--- src/rtl/shift_seq.sv ---
// shift_seq: multi-cycle shift sequencer wrapped around the 8-bit selectable
// shifter (4x74153 shift stage). A working register feeds the shifter. The
// sequencer captures the shifter output once per clock until the requested
// number of single-bit steps is done. This gives an N-bit shift, rotate or
// arithmetic shift, N = 0..7, under a START/BUSY/DONE handshake.
//
// Ports:
//   CLK              rising-edge clock
//   RST_bar          asynchronous active-low reset
//   START            request pulse, sampled only in IDLE
//   DIR              0 = left (shifter op 2'b10), 1 = right (shifter op 2'b11)
//   INTERP[1:0]      fill select: 00 zero, 01 one, 10 VALUE_IN[0], 11 VALUE_IN[7]
//   COUNT[2:0]       number of single-bit steps, 0..7
//   LOAD_VALUE[7:0]  operand, latched on an accepted START
//   SHIFT_OP_SEL     to shifter OP_SEL (2'b01 = pass-through)
//   SHIFT_INTERP_SEL to shifter INTERP_SEL
//   SHIFT_VALUE      working register, to shifter VALUE_IN
//   SHIFT_RESULT     from shifter VALUE_OUT (combinational)
//   RESULT           equals the working register
//   BUSY             high in SHIFT and DONE
//   DONE             one-cycle completion strobe
//   CARRY            (only with SHIFT_SEQ_CARRY_EN) last bit shifted out
//
// Build option: define SHIFT_SEQ_CARRY_EN to add the CARRY output and its logic.
//
// DELAY_RISE / DELAY_FALL are kept so this block can be parameterised like the
// TTL models. In this synthesizable view the registered outputs have no delay.

module shift_seq #(
    parameter int DELAY_RISE = 0,
    parameter int DELAY_FALL = 0
) (
    input  logic       CLK,
    input  logic       RST_bar,
    input  logic       START,
    input  logic       DIR,
    input  logic [1:0] INTERP,
    input  logic [2:0] COUNT,
    input  logic [7:0] LOAD_VALUE,
    output logic [1:0] SHIFT_OP_SEL,
    output logic [1:0] SHIFT_INTERP_SEL,
    output logic [7:0] SHIFT_VALUE,
    input  logic [7:0] SHIFT_RESULT,
    output logic [7:0] RESULT,
    output logic       BUSY,
    output logic       DONE
`ifdef SHIFT_SEQ_CARRY_EN
    ,
    output logic       CARRY
`endif
);

    typedef enum logic [1:0] {
        ST_IDLE,
        ST_SHIFT,
        ST_DONE
    } state_t;

    state_t     state;
    state_t     state_next;
    logic [7:0] work_reg;
    logic [2:0] step_cnt;
    logic       dir_q;
    logic [1:0] interp_q;

    // Negative delays have no meaning for the propagation-delay parameters.
    if (DELAY_RISE < 0 || DELAY_FALL < 0) begin : g_bad_delay
        $error("shift_seq: DELAY_RISE and DELAY_FALL must be non-negative");
    end

    // State register.
    always_ff @(posedge CLK or negedge RST_bar) begin
        if (!RST_bar) begin
            state <= ST_IDLE;
        end else begin
            state <= state_next;
        end
    end

    // Next-state and handshake/shifter-control outputs.
    // The shifter is held in pass-through except while actually stepping.
    // As a result, SHIFT_RESULT mirrors the register in IDLE and DONE.
    always_comb begin
        state_next   = state;
        SHIFT_OP_SEL = 2'b01;
        BUSY         = 1'b0;
        DONE         = 1'b0;
        case (state)
            ST_IDLE: begin
                if (START) begin
                    state_next = (COUNT == 3'd0) ? ST_DONE : ST_SHIFT;
                end
            end
            ST_SHIFT: begin
                SHIFT_OP_SEL = {1'b1, dir_q};
                BUSY         = 1'b1;
                // A counter of 1 means this edge performs the final capture.
                if (step_cnt <= 3'd1) begin
                    state_next = ST_DONE;
                end
            end
            ST_DONE: begin
                BUSY       = 1'b1;
                DONE       = 1'b1;
                state_next = ST_IDLE;
            end
            default: begin
                state_next = ST_IDLE;
            end
        endcase
    end

    // Working register, step counter and latched operation parameters.
    // Parameters change only on an accepted START.
    // This keeps SHIFT_INTERP_SEL static outside a running operation.
    // The counter only decrements while non-zero, so it can never wrap.
    always_ff @(posedge CLK or negedge RST_bar) begin
        if (!RST_bar) begin
            work_reg <= 8'h00;
            step_cnt <= 3'd0;
            dir_q    <= 1'b0;
            interp_q <= 2'b00;
        end else begin
            case (state)
                ST_IDLE: begin
                    if (START) begin
                        work_reg <= LOAD_VALUE;
                        step_cnt <= COUNT;
                        dir_q    <= DIR;
                        interp_q <= INTERP;
                    end
                end
                ST_SHIFT: begin
                    work_reg <= SHIFT_RESULT;
                    if (step_cnt != 3'd0) begin
                        step_cnt <= step_cnt - 3'd1;
                    end
                end
                default: begin
                end
            endcase
        end
    end

`ifdef SHIFT_SEQ_CARRY_EN
    // Carry records the bit leaving the register on each step.
    // It then holds until the next accepted START.
    always_ff @(posedge CLK or negedge RST_bar) begin
        if (!RST_bar) begin
            CARRY <= 1'b0;
        end else if (state == ST_IDLE && START) begin
            CARRY <= 1'b0;
        end else if (state == ST_SHIFT) begin
            CARRY <= dir_q ? work_reg[0] : work_reg[7];
        end
    end
`endif

    assign SHIFT_INTERP_SEL = interp_q;
    assign SHIFT_VALUE      = work_reg;
    assign RESULT           = work_reg;

endmodule
--- config.mk ---
export PLATFORM = sky130hd
export DESIGN_NAME = shift_seq
export DESIGN_NICKNAME = d
export VERILOG_FILES = /design/src/rtl/shift_seq.sv
export SDC_FILE = /design/constraint.sdc
export NUM_CORES = 1
export LEC_CHECK = 0
export ABC_AREA = 1
export BUFFER_PORTS_ARGS = -buffer_cell sky130_fd_sc_hd__buf_4
export CORE_UTILIZATION = 40
export DETAILED_ROUTE_END_ITERATION = 6
export HOLD_SLACK_MARGIN = 0.06
export PLACE_DENSITY_LB_ADDON = 0.3
export SYNTH_ARGS = -nofsm -noshare
export SYNTH_HDL_FRONTEND = slang
export SYNTH_SLANG_ARGS = --single-unit
--- constraint.sdc ---
create_clock -name CLK -period 3.7 [get_ports CLK]
set_input_delay 0.555 -clock CLK [delete_from_list [all_inputs] [get_ports CLK]]
set_output_delay 0.555 -clock CLK [all_outputs]
set_load 0.02 [all_outputs]
==> flow_metrics.py, run 1 <==
metrics = {
    "run_status": {
        "status": "completed",
    },
    "flow_run": {
        "maxCapViolations": 0,
    },
    "placed_design": {
        "placed_cell_area_um2": 1240,
        "detailed_place_hpwl_um": 1540,
        "place_ws_ps": 1450,
        "numPortBuffers": 46,
        "post-place-cells": 178,
        "final_wtd_congestion": 0.785,
    },
    "cells_and_area": {
        "most_common_cell_after_layout_fill_and_taps_aside": "sky130_fd_sc_hd__buf_4",
        "final_layout_size_suffix_gt1_share_pct": 37.7,
        "multi_input_gate_area_in_the_final_layout_um2": 422,
        "antenna-diode-count": 0,
        "n_fill_cell": 218,
        "finalInstanceArea_um2": 1280,
        "area.sequential_um2": 400,
        "mostFrequentLayoutCells": "46 x sky130_fd_sc_hd__buf_4, 36 x sky130_fd_sc_hd__nand2_1, 16 x sky130_fd_sc_hd__dfrtp_1",
        "nNetsFinal": 186,
        "stdcell_count": 182,
        "area_delta_synth_final_pct": 35.6,
    },
    "setup_path": {
        "critical_path_endpoint_category": "primary output",
        "ff2ff_path_depth": 7,
        "worst_setup_endpoint": "SHIFT_OP_SEL[0]",
        "critical_path.reg2reg.startpoint": "state[1]",
        "data_arrival_time_of_the_critical_path_ps": 2010,
        "critical-path-slowest-cell": "sky130_fd_sc_hd__ha_1",
        "worst_path_dominant_cell_family": "buffers and inverters",
        "timing.critical_path.from": "state[1]",
        "startpoint_class": "flop",
        "r2r-end": "step_cnt[1]",
        "crit_path_cell_trace": "inv_1 -> ha_1 -> inv_1 -> or2_1 -> buf_4",
        "path_max_fanout": 15,
        "timing.critical_path.slowest_cell_delay_ps": 460,
        "reg2reg_slack_ps": 1940,
        "critical_path_stages": 5,
        "required_ps": 3140,
        "timing.critical_path.buf_inv": 3,
        "worst_path_class_setup": "reg -> out",
        "critPathMostFrequentCell": "sky130_fd_sc_hd__inv_1",
    },
    "yosys": {
        "yosys_warnings": 0,
        "ys_ff_latch": 16,
        "synth_sequential_area_ratio_pct": 42.6,
        "syn_inst": 115,
        "synthesis.area_per_instance_um2": 8.18,
        "synth_cell_type_count": 19,
        "synth.net_count": 146,
        "synth.cell_area_um2": 941,
    },
    "timing": {
        "totalNegativeSetupSlack_ps": 0,
        "final-max-slew-violation-count": 0,
        "hold_violations": 0,
        "timing.fmax_mhz": 390,
        "setup_viol": 0,
        "min_period_ps": 2560,
        "smallest_setup_slack_after_layout_ps": 1140,
        "fin_skew_ps": 2.64,
        "grt_setup_unrepaired": "false",
        "fin_crit_sh_pct": 69.3,
        "timing.max_slew.rel_slack_pct": 68.0,
        "worst_slew_pin_slew_ps": 480,
    },
    "clock_network": {
        "cts_setup_buffers": 0,
        "number_of_buffers_created_by_cts": 3,
        "clk_latency_worst_skew_pair_ps": 290,
        "clock_root_buffer": "sky130_fd_sc_hd__clkbuf_4",
        "clk_path_buf_depth": 2,
        "hold_buffers": 0,
        "cts.clk_slew.worst_paths_ps": 100,
        "htree_num_levels": 1,
        "clkSinkCount": 16,
        "tritoncts": "yes",
        "post_cts.resized_instances": 0,
    },
    "routing": {
        "dr.first_iter.drc_count": 15,
        "ant_nets": 0,
        "routed_wl_um": 2080,
        "routed_via_density": 4.93,
        "route.detailed.drc": 0,
        "routed-via-count": 897,
        "drt_pre_antenna_iters": 4,
        "avgRoutedWirePerCell_um": 11.5,
    },
    "power": {
        "irDropWorstVdd_mv": 0.497,
        "power.static_leakage_nw": 0.670,
        "powerDensity_nw_per_um2": 903,
    },
    "die": {
        "die_area_um2": 2550,
        "fp.dieH_um": 50.5,
        "rows": 17,
        "die_x_um": 50.5,
        "initial_core_util_pct": 42.5,
        "placeableCoreArea_um2": 2210,
        "ioPinCount": 47,
    },
    "global_routing": {
        "grt_start_max_net_pins": 18,
        "first_global_vias": 804,
        "overflow": 0,
        "grt_first_pass_wirelength_um": 3490,
        "global_route.usage.total_pct": 18.4,
        "initial_antenna_violation_count": 0,
    },
    "worst_hold_path": {
        "hold_class": "in -> async",
    },
}
## cell usage after synthesis
library cell / number / area share (%)
sky130_fd_sc_hd__a31oi_1: 8 / 5.3
sky130_fd_sc_hd__nand2_4: 1 / 1.2
sky130_fd_sc_hd__buf_2: 2 / 1.1
sky130_fd_sc_hd__buf_4: 8 / 6.4
sky130_fd_sc_hd__inv_1: 9 / 3.6
sky130_fd_sc_hd__nor2_2: 2 / 1.3
sky130_fd_sc_hd__mux2_2: 3 / 3.6
sky130_fd_sc_hd__or2_1: 2 / 1.3
sky130_fd_sc_hd__a21oi_1: 1 / 0.53
sky130_fd_sc_hd__o21ai_1: 2 / 1.1
sky130_fd_sc_hd__nand2_1: 36 / 14
sky130_fd_sc_hd__o21ai_0: 3 / 1.6
sky130_fd_sc_hd__nand2_2: 1 / 0.67
sky130_fd_sc_hd__buf_6: 1 / 1.2
sky130_fd_sc_hd__nand3_1: 5 / 2.7
sky130_fd_sc_hd__inv_2: 1 / 0.40
sky130_fd_sc_hd__ha_1: 6 / 8.0
sky130_fd_sc_hd__nor2_1: 8 / 3.2
sky130_fd_sc_hd__dfrtp_1: 16 / 43
## logic make-up after synthesis
family | share of synthesized area, %
AND/OR/NAND/NOR | 24.7
buffers and inverters | 12.6
flip-flops | 42.6
AO/OA/AOI/OAI | 8.51
adder cells (fa/ha/maj) | 7.98
multiplexers | 3.59
## state kept, by name, summed over array words and instances, names as in the netlist
name              cells
RESULT                8
step_cnt              3
SHIFT_INTERP_SEL      2
state                 2
dir_q                 1
## how the worst min path moves through the flow
| stage | from | endpoint | slack [ps] |
|---|---|---|---|
| 2_1_floorplan | RST_bar | RESULT[0] | 260 |
| 3_3_place_gp | RST_bar | RESULT[5] | 430 |
| 3_5_place_dp | RST_bar | RESULT[5] | 430 |
| 4_1_cts | RST_bar | RESULT[2] | 110 |
| 5_1_grt | RST_bar | step_cnt[2] | 100 |
| 6_report | RST_bar | step_cnt[2] | 100 |
## metrics by stage
step                power, mW  utilization (%)  hold slack [ps]
finish                   1.15             57.7              100
detailed placement       1.04             56.1              428
global placement         1.02             56.1              429
global route             1.25             57.7              102
floorplan               0.846                -              259
CTS                      1.16             57.7              107
## power by group
part / internal [mW] / switching, mW
sequential: 0.263 / 0.0618
clock: 0.0600 / 0.0598
combinational: 0.292 / 0.416
total: 0.616 / 0.538
## area by class of cell
cell class | count | area share [%]
clock buffer | 4 | 2.84
inverter | 10 | 2.94
multi-input combinational | 78 | 33.0
sequential | 16 | 31.4
tap | 28 | 2.75
timing repair buffer | 46 | 27.1
## metal layers
layer | GRT usage, % | vias up | part of all wire (%)
li1 | - | 437 | -
met1 | 24.0 | 405 | 42
met2 | 28.7 | 50 | 47
met3 | 4.24 | 5 | 8.9
met4 | 8.80 | 0 | 1.9
met5 | 0 | - | 0
Note: power is estimated with default switching activity, not from simulation.
==> run 2, diff against run 1 <==
- clock period: 3.7 -> 2.17 ns (I/O delays scaled with it)
==> run 2 against run 1 <==
Against the previous run: final cell count rose by 1.1%; register-to-register slack worse by 1300 ps; clock power rose by 27%; cell area grew 0.88%; via count fell by 0.45%; clock skew decreased by 2.1 ps; critical path depth stayed put; flip-flop and latch count is the same; global-route usage decreased by 0.51 points; largest cell class unchanged.
==> flow_metrics.py, run 2 (synthesis gave the netlist of run 1 again) <==
metrics = {
    "timing": {
        "grt_setup_unrepaired": "false",
        "min_period_ps": 1880,
        "worst_slew_pin_slew_ps": 273,
        "setup_viol": 0,
        "final-max-slew-violation-count": 0,
        "timing.fmax_mhz": 532,
        "totalNegativeSetupSlack_ps": 0,
        "hold_violations": 0,
        "fin_skew_ps": 0.492,
        "timing.max_slew.rel_slack_pct": 81.8,
        "fin_crit_sh_pct": 86.6,
    },
    "die": {
        "ioPinCount": 47,
        "placeableCoreArea_um2": 2210,
        "initial_core_util_pct": 42.5,
        "die_x_um": 50.5,
        "die_area_um2": 2550,
        "fp.dieH_um": 50.5,
        "rows": 17,
    },
    "placed_design": {
        "detailed_place_hpwl_um": 1600,
        "numPortBuffers": 46,
        "final_wtd_congestion": 0.794,
        "post-place-cells": 180,
    },
    "routing": {
        "met2WireLength_um": 974,
        "ant_nets": 0,
        "routed-via-count": 893,
        "routed_via_density": 4.85,
        "routed_wl_um": 2070,
        "drt_pre_antenna_iters": 4,
        "avgRoutedWirePerCell_um": 11.2,
        "met3RoutedLength_um": 182,
        "route.layer.met1.wl_um": 909,
        "dr.first_iter.drc_count": 16,
        "route.detailed.drc": 0,
        "maxUsedRoutingLayer": "met3",
    },
    "clock_network": {
        "clk_path_buf_depth": 2,
        "post_cts.resized_instances": 0,
        "clk_latency_worst_skew_pair_ps": 280,
        "htree_num_levels": 1,
        "cts.clk_slew.worst_paths_ps": 90,
        "cts_setup_buffers": 0,
        "clkSinkCount": 16,
        "clock_root_buffer": "sky130_fd_sc_hd__clkbuf_4",
        "tritoncts": "yes",
        "number_of_buffers_created_by_cts": 3,
    },
    "power": {
        "power.static_leakage_nw": 0.677,
        "powerDensity_nw_per_um2": 1510,
        "irDropWorstVdd_mv": 0.789,
    },
    "run_status": {
        "status": "completed",
    },
    "worst_hold_path": {
        "hold_path_end": "SHIFT_INTERP_SEL[1]",
        "hold_class": "in -> reg",
        "worstHoldStart": "INTERP[1]",
        "hold-path-cell-count": 2,
    },
    "setup_path": {
        "data_arrival_time_of_the_critical_path_ps": 1550,
        "timing.critical_path.from": "state[1]",
        "reg2reg_slack_ps": 610,
        "critical_path.reg2reg.startpoint": "state[1]",
        "worst_path_class_setup": "reg -> out",
        "startpoint_class": "flop",
        "critical_path_endpoint_category": "primary output",
        "required_ps": 1840,
        "ff2ff_path_depth": 8,
        "r2r-end": "step_cnt[0]",
        "path_max_fanout": 8,
    },
    "cells_and_area": {
        "number_of_flip_flops_under_the_largest_register_name": 8,
        "antenna-diode-count": 0,
        "final_layout_size_suffix_gt1_share_pct": 37.8,
        "n_fill_cell": 217,
        "multi_input_gate_area_in_the_final_layout_um2": 422,
        "mostFrequentLayoutCells": "48 x sky130_fd_sc_hd__buf_4, 36 x sky130_fd_sc_hd__nand2_1, 16 x sky130_fd_sc_hd__dfrtp_1",
        "area.sequential_um2": 400,
        "nNetsFinal": 189,
        "stdcell_count": 184,
        "most_common_cell_after_layout_fill_and_taps_aside": "sky130_fd_sc_hd__buf_4",
        "area_delta_synth_final_pct": 36.8,
    },
    "global_routing": {
        "global_route.usage.total_pct": 17.9,
        "overflow": 0,
        "first_global_vias": 849,
        "initial_antenna_violation_count": 0,
        "grt_start_max_net_pins": 18,
        "grt_first_pass_wirelength_um": 3450,
    },
    "flow_run": {
        "maxCapViolations": 0,
    },
}
## run 2: cell count changes in the layout (fill, tap and decap cells not counted)
cell / previous run / this run
sky130_fd_sc_hd__dlygate4sd3_1: 0 / 1
sky130_fd_sc_hd__clkbuf_8: 1 / 0
sky130_fd_sc_hd__buf_4: 46 / 48
## run 2: critical path: stages (launching register included)
cell and delay, ps:
sky130_fd_sc_hd__dfrtp_1 410, sky130_fd_sc_hd__inv_1 100, sky130_fd_sc_hd__ha_1 310, sky130_fd_sc_hd__inv_1 90
sky130_fd_sc_hd__or2_1 210, sky130_fd_sc_hd__buf_4 150
## run 2: power breakdown
group	switching (mW)	internal, mW
Sequential	0.106	0.449
Clock	0.0881	0.0643
Combinational	0.718	0.516
## run 2: cell type report
| cell class | instances | area share (%) |
|---|---|---|
| multi-input combinational | 78 | 32.8 |
| sequential | 16 | 31.1 |
| timing repair buffer | 49 | 28.8 |
| inverter | 10 | 2.92 |
| tap | 28 | 2.72 |
| clock buffer | 3 | 1.75 |
## run 2: repair_timing
action,in CTS,in global routing
hold buffers,1,0
hold endpoints to repair,16,0
setup endpoints to repair,0,0
## run 2: routing by layer
metal	GRT usage, %	up-vias
li1	-	439
met1	21.1	409
met2	30.7	45
met3	5.45	0
met4	6.02	0
met5	0	-
## run 2: worst max-delay path by stage
stage / to / slack (ps)
floorplan: SHIFT_OP_SEL[0] / 480
global placement: SHIFT_OP_SEL[0] / 670
detailed placement: SHIFT_OP_SEL[0] / 600
CTS: SHIFT_OP_SEL[0] / 270
global route: SHIFT_OP_SEL[0] / 170
finish: SHIFT_OP_SEL[0] / 290
## run 2: stage by stage
stage / total power, mW / hold slack (ps) / area, um2 / worst slack [ps] / util [%]
3_5_place_dp: 1.80 / 199 / 1250 / 595 / 56.7
4_1_cts: 1.96 / 269 / 1290 / 275 / 58.2
3_3_place_gp: 1.76 / 201 / 1250 / 673 / 56.7
5_1_grt: 2.11 / 271 / 1290 / 170 / 58.2
2_1_floorplan: 1.44 / 29.9 / 941 / 477 / -
6_report: 1.94 / 273 / 1290 / 290 / 58.2
==> run 3, diff against run 2 <==
- BUFFER_PORTS_ARGS: -buffer_cell sky130_fd_sc_hd__buf_4 -> -buffer_cell sky130_fd_sc_hd__buf_2
==> run 3 against run 2 <==
Against the previous run: setup slack improved by 66 ps; wire length fell by 5.8%; maximum frequency up 3.6%; sequential power shrank 1%; largest power group unchanged.
==> flow_metrics.py, run 3 (synthesis gave the netlist of run 1 again) <==
metrics = {
    "run_status": {
        "status": "completed",
    },
    "die": {
        "die_x_um": 50.5,
        "ioPinCount": 47,
        "rows": 17,
        "fp.dieH_um": 50.5,
        "initial_core_util_pct": 42.5,
        "die_area_um2": 2550,
        "placeableCoreArea_um2": 2210,
    },
    "clock_network": {
        "tritoncts": "yes",
        "htree_num_levels": 1,
        "clk_latency_worst_skew_pair_ps": 280,
        "hold_buffers": 1,
        "cts.clk_slew.worst_paths_ps": 90,
        "post_cts.resized_instances": 0,
        "cts_setup_buffers": 0,
        "number_of_buffers_created_by_cts": 3,
        "clock_root_buffer": "sky130_fd_sc_hd__clkbuf_4",
        "clkSinkCount": 16,
        "clk_path_buf_depth": 2,
    },
    "cells_and_area": {
        "number_of_flip_flops_under_the_largest_register_name": 8,
        "antenna-diode-count": 0,
        "most_common_cell_after_layout_fill_and_taps_aside": "sky130_fd_sc_hd__buf_2",
        "final_layout_size_suffix_gt1_share_pct": 37.8,
        "nNetsFinal": 189,
        "n_fill_cell": 228,
        "area_delta_synth_final_pct": 24.6,
        "mostFrequentLayoutCells": "46 x sky130_fd_sc_hd__buf_2, 36 x sky130_fd_sc_hd__nand2_1, 16 x sky130_fd_sc_hd__dfrtp_1",
    },
    "power": {
        "seqPwrFrac_pct": 30.5,
        "p_clk_share_pct": 8.6,
        "power.share.switching_pct": 49.8,
        "powerDensity_nw_per_um2": 1530,
        "power.net_switching_mw": 0.894,
        "irDropWorstVdd_mv": 0.775,
        "pwr-share-comb_pct": 60.9,
        "power.static_leakage_nw": 0.635,
        "post-layout-total-power_mw": 1.80,
        "cell_internal_pwr_mw": 0.902,
    },
    "setup_path": {
        "critical-path-slowest-cell": "sky130_fd_sc_hd__dfrtp_1",
        "timing.critical_path.slowest_cell_delay_ps": 410,
        "required_ps": 1840,
        "critical_path_endpoint_category": "primary output",
        "critPathMostFrequentCell": "sky130_fd_sc_hd__inv_1",
        "crit_path_cell_trace": "inv_1 -> ha_1 -> inv_1 -> or2_1 -> buf_2",
        "data_arrival_time_of_the_critical_path_ps": 1490,
        "path_max_fanout": 7,
        "startpoint_class": "flop",
        "worst_path_class_setup": "reg -> out",
    },
    "timing": {
        "timing.max_slew.rel_slack_pct": 74.6,
        "totalNegativeSetupSlack_ps": 0,
        "timing.fmax_mhz": 551,
        "worst_slew_pin_slew_ps": 381,
        "hold_violations": 0,
        "fin_crit_sh_pct": 83.6,
        "grt_setup_unrepaired": "false",
        "setup_viol": 0,
        "final-max-slew-violation-count": 0,
        "min_period_ps": 1810,
        "fin_skew_ps": 2.57,
        "smallest_setup_slack_after_layout_ps": 356,
    },
    "placed_design": {
        "detailed_place_hpwl_um": 1480,
        "place_ws_ps": 672,
        "final_wtd_congestion": 0.814,
        "numPortBuffers": 46,
    },
    "routing": {
        "avgRoutedWirePerCell_um": 10.6,
        "ant_nets": 0,
        "drt_pre_antenna_iters": 4,
        "route.detailed.drc": 0,
        "routed_via_density": 4.72,
        "dr.first_iter.drc_count": 11,
        "routed_wl_um": 1950,
        "routed-via-count": 869,
    },
    "global_routing": {
        "initial_antenna_violation_count": 0,
        "overflow": 0,
        "grt_first_pass_wirelength_um": 3150,
        "global_route.usage.total_pct": 16.5,
        "first_global_vias": 769,
        "grt_start_max_net_pins": 18,
    },
    "flow_run": {
        "maxCapViolations": 0,
    },
    "worst_hold_path": {
        "hold_class": "in -> reg",
    },
}
run 3: through the flow:
step	utilization (%)	cell area, um2	cells	hold WS, ps
2_1_floorplan	-	941	115	29.9
3_3_place_gp	51.5	1140	180	264
3_5_place_dp	51.5	1140	180	265
4_1_cts	53.0	1170	184	265
5_1_grt	53.0	1170	184	258
6_report	53.0	1170	184	271
run 3: area by class of cell:
cell class	count	area (um2)	share of cell area (%)
Multi-Input combinational cell	78	422	36.0
Tap cell	28	35.0	2.99
Inverter	10	37.5	3.20
Sequential cell	16	400	34.2
Timing Repair Buffer	49	255	21.8
Clock buffer	3	22.5	1.92
run 3: worst max-delay path, delay by kind of cell, from the launching register on:
| family | cells | cell delay, ps |
|---|---|---|
| simple gates | 1 | 200 |
| buf+inv | 3 | 310 |
| fa+ha+maj | 1 | 280 |
| flops | 1 | 410 |
run 3: layer usage:
metal  routed length (um)  share of wire, %  up-vias  GRT usage [%]
met5                    0                 0        -              0
met4                   20               1.0        0           6.94
met3                  122               6.3        4           3.33
met2                  868                45       36           26.7
met1                  934                48      388           21.4
li1                     -                 -      441              -
run 3: final timing paths:
kind | start | end | slack, ps | depth (start not counted)
min in group asynchronous | RST_bar | RESULT[5] | 480 | 2
max | state[1] | SHIFT_OP_SEL[0] | 360 | 5
min reg2reg | dir_q | dir_q | 510 | 1
min | INTERP[1] | SHIFT_INTERP_SEL[1] | 270 | 2
max in group asynchronous | RST_bar | RESULT[6] | 1410 | 2
max reg2reg | state[1] | step_cnt[1] | 690 | 8
run 3: power groups by stage:
stage / combinational (mW) / clock (mW) / sequential [mW]
after global placement: 1.09 / 0 / 0.542
after CTS: 1.10 / 0.164 / 0.551
after global routing: 1.22 / 0.182 / 0.570
after floorplan: 0.781 / 0 / 0.661
final: 1.09 / 0.154 / 0.548
after detailed placement: 1.10 / 0 / 0.557
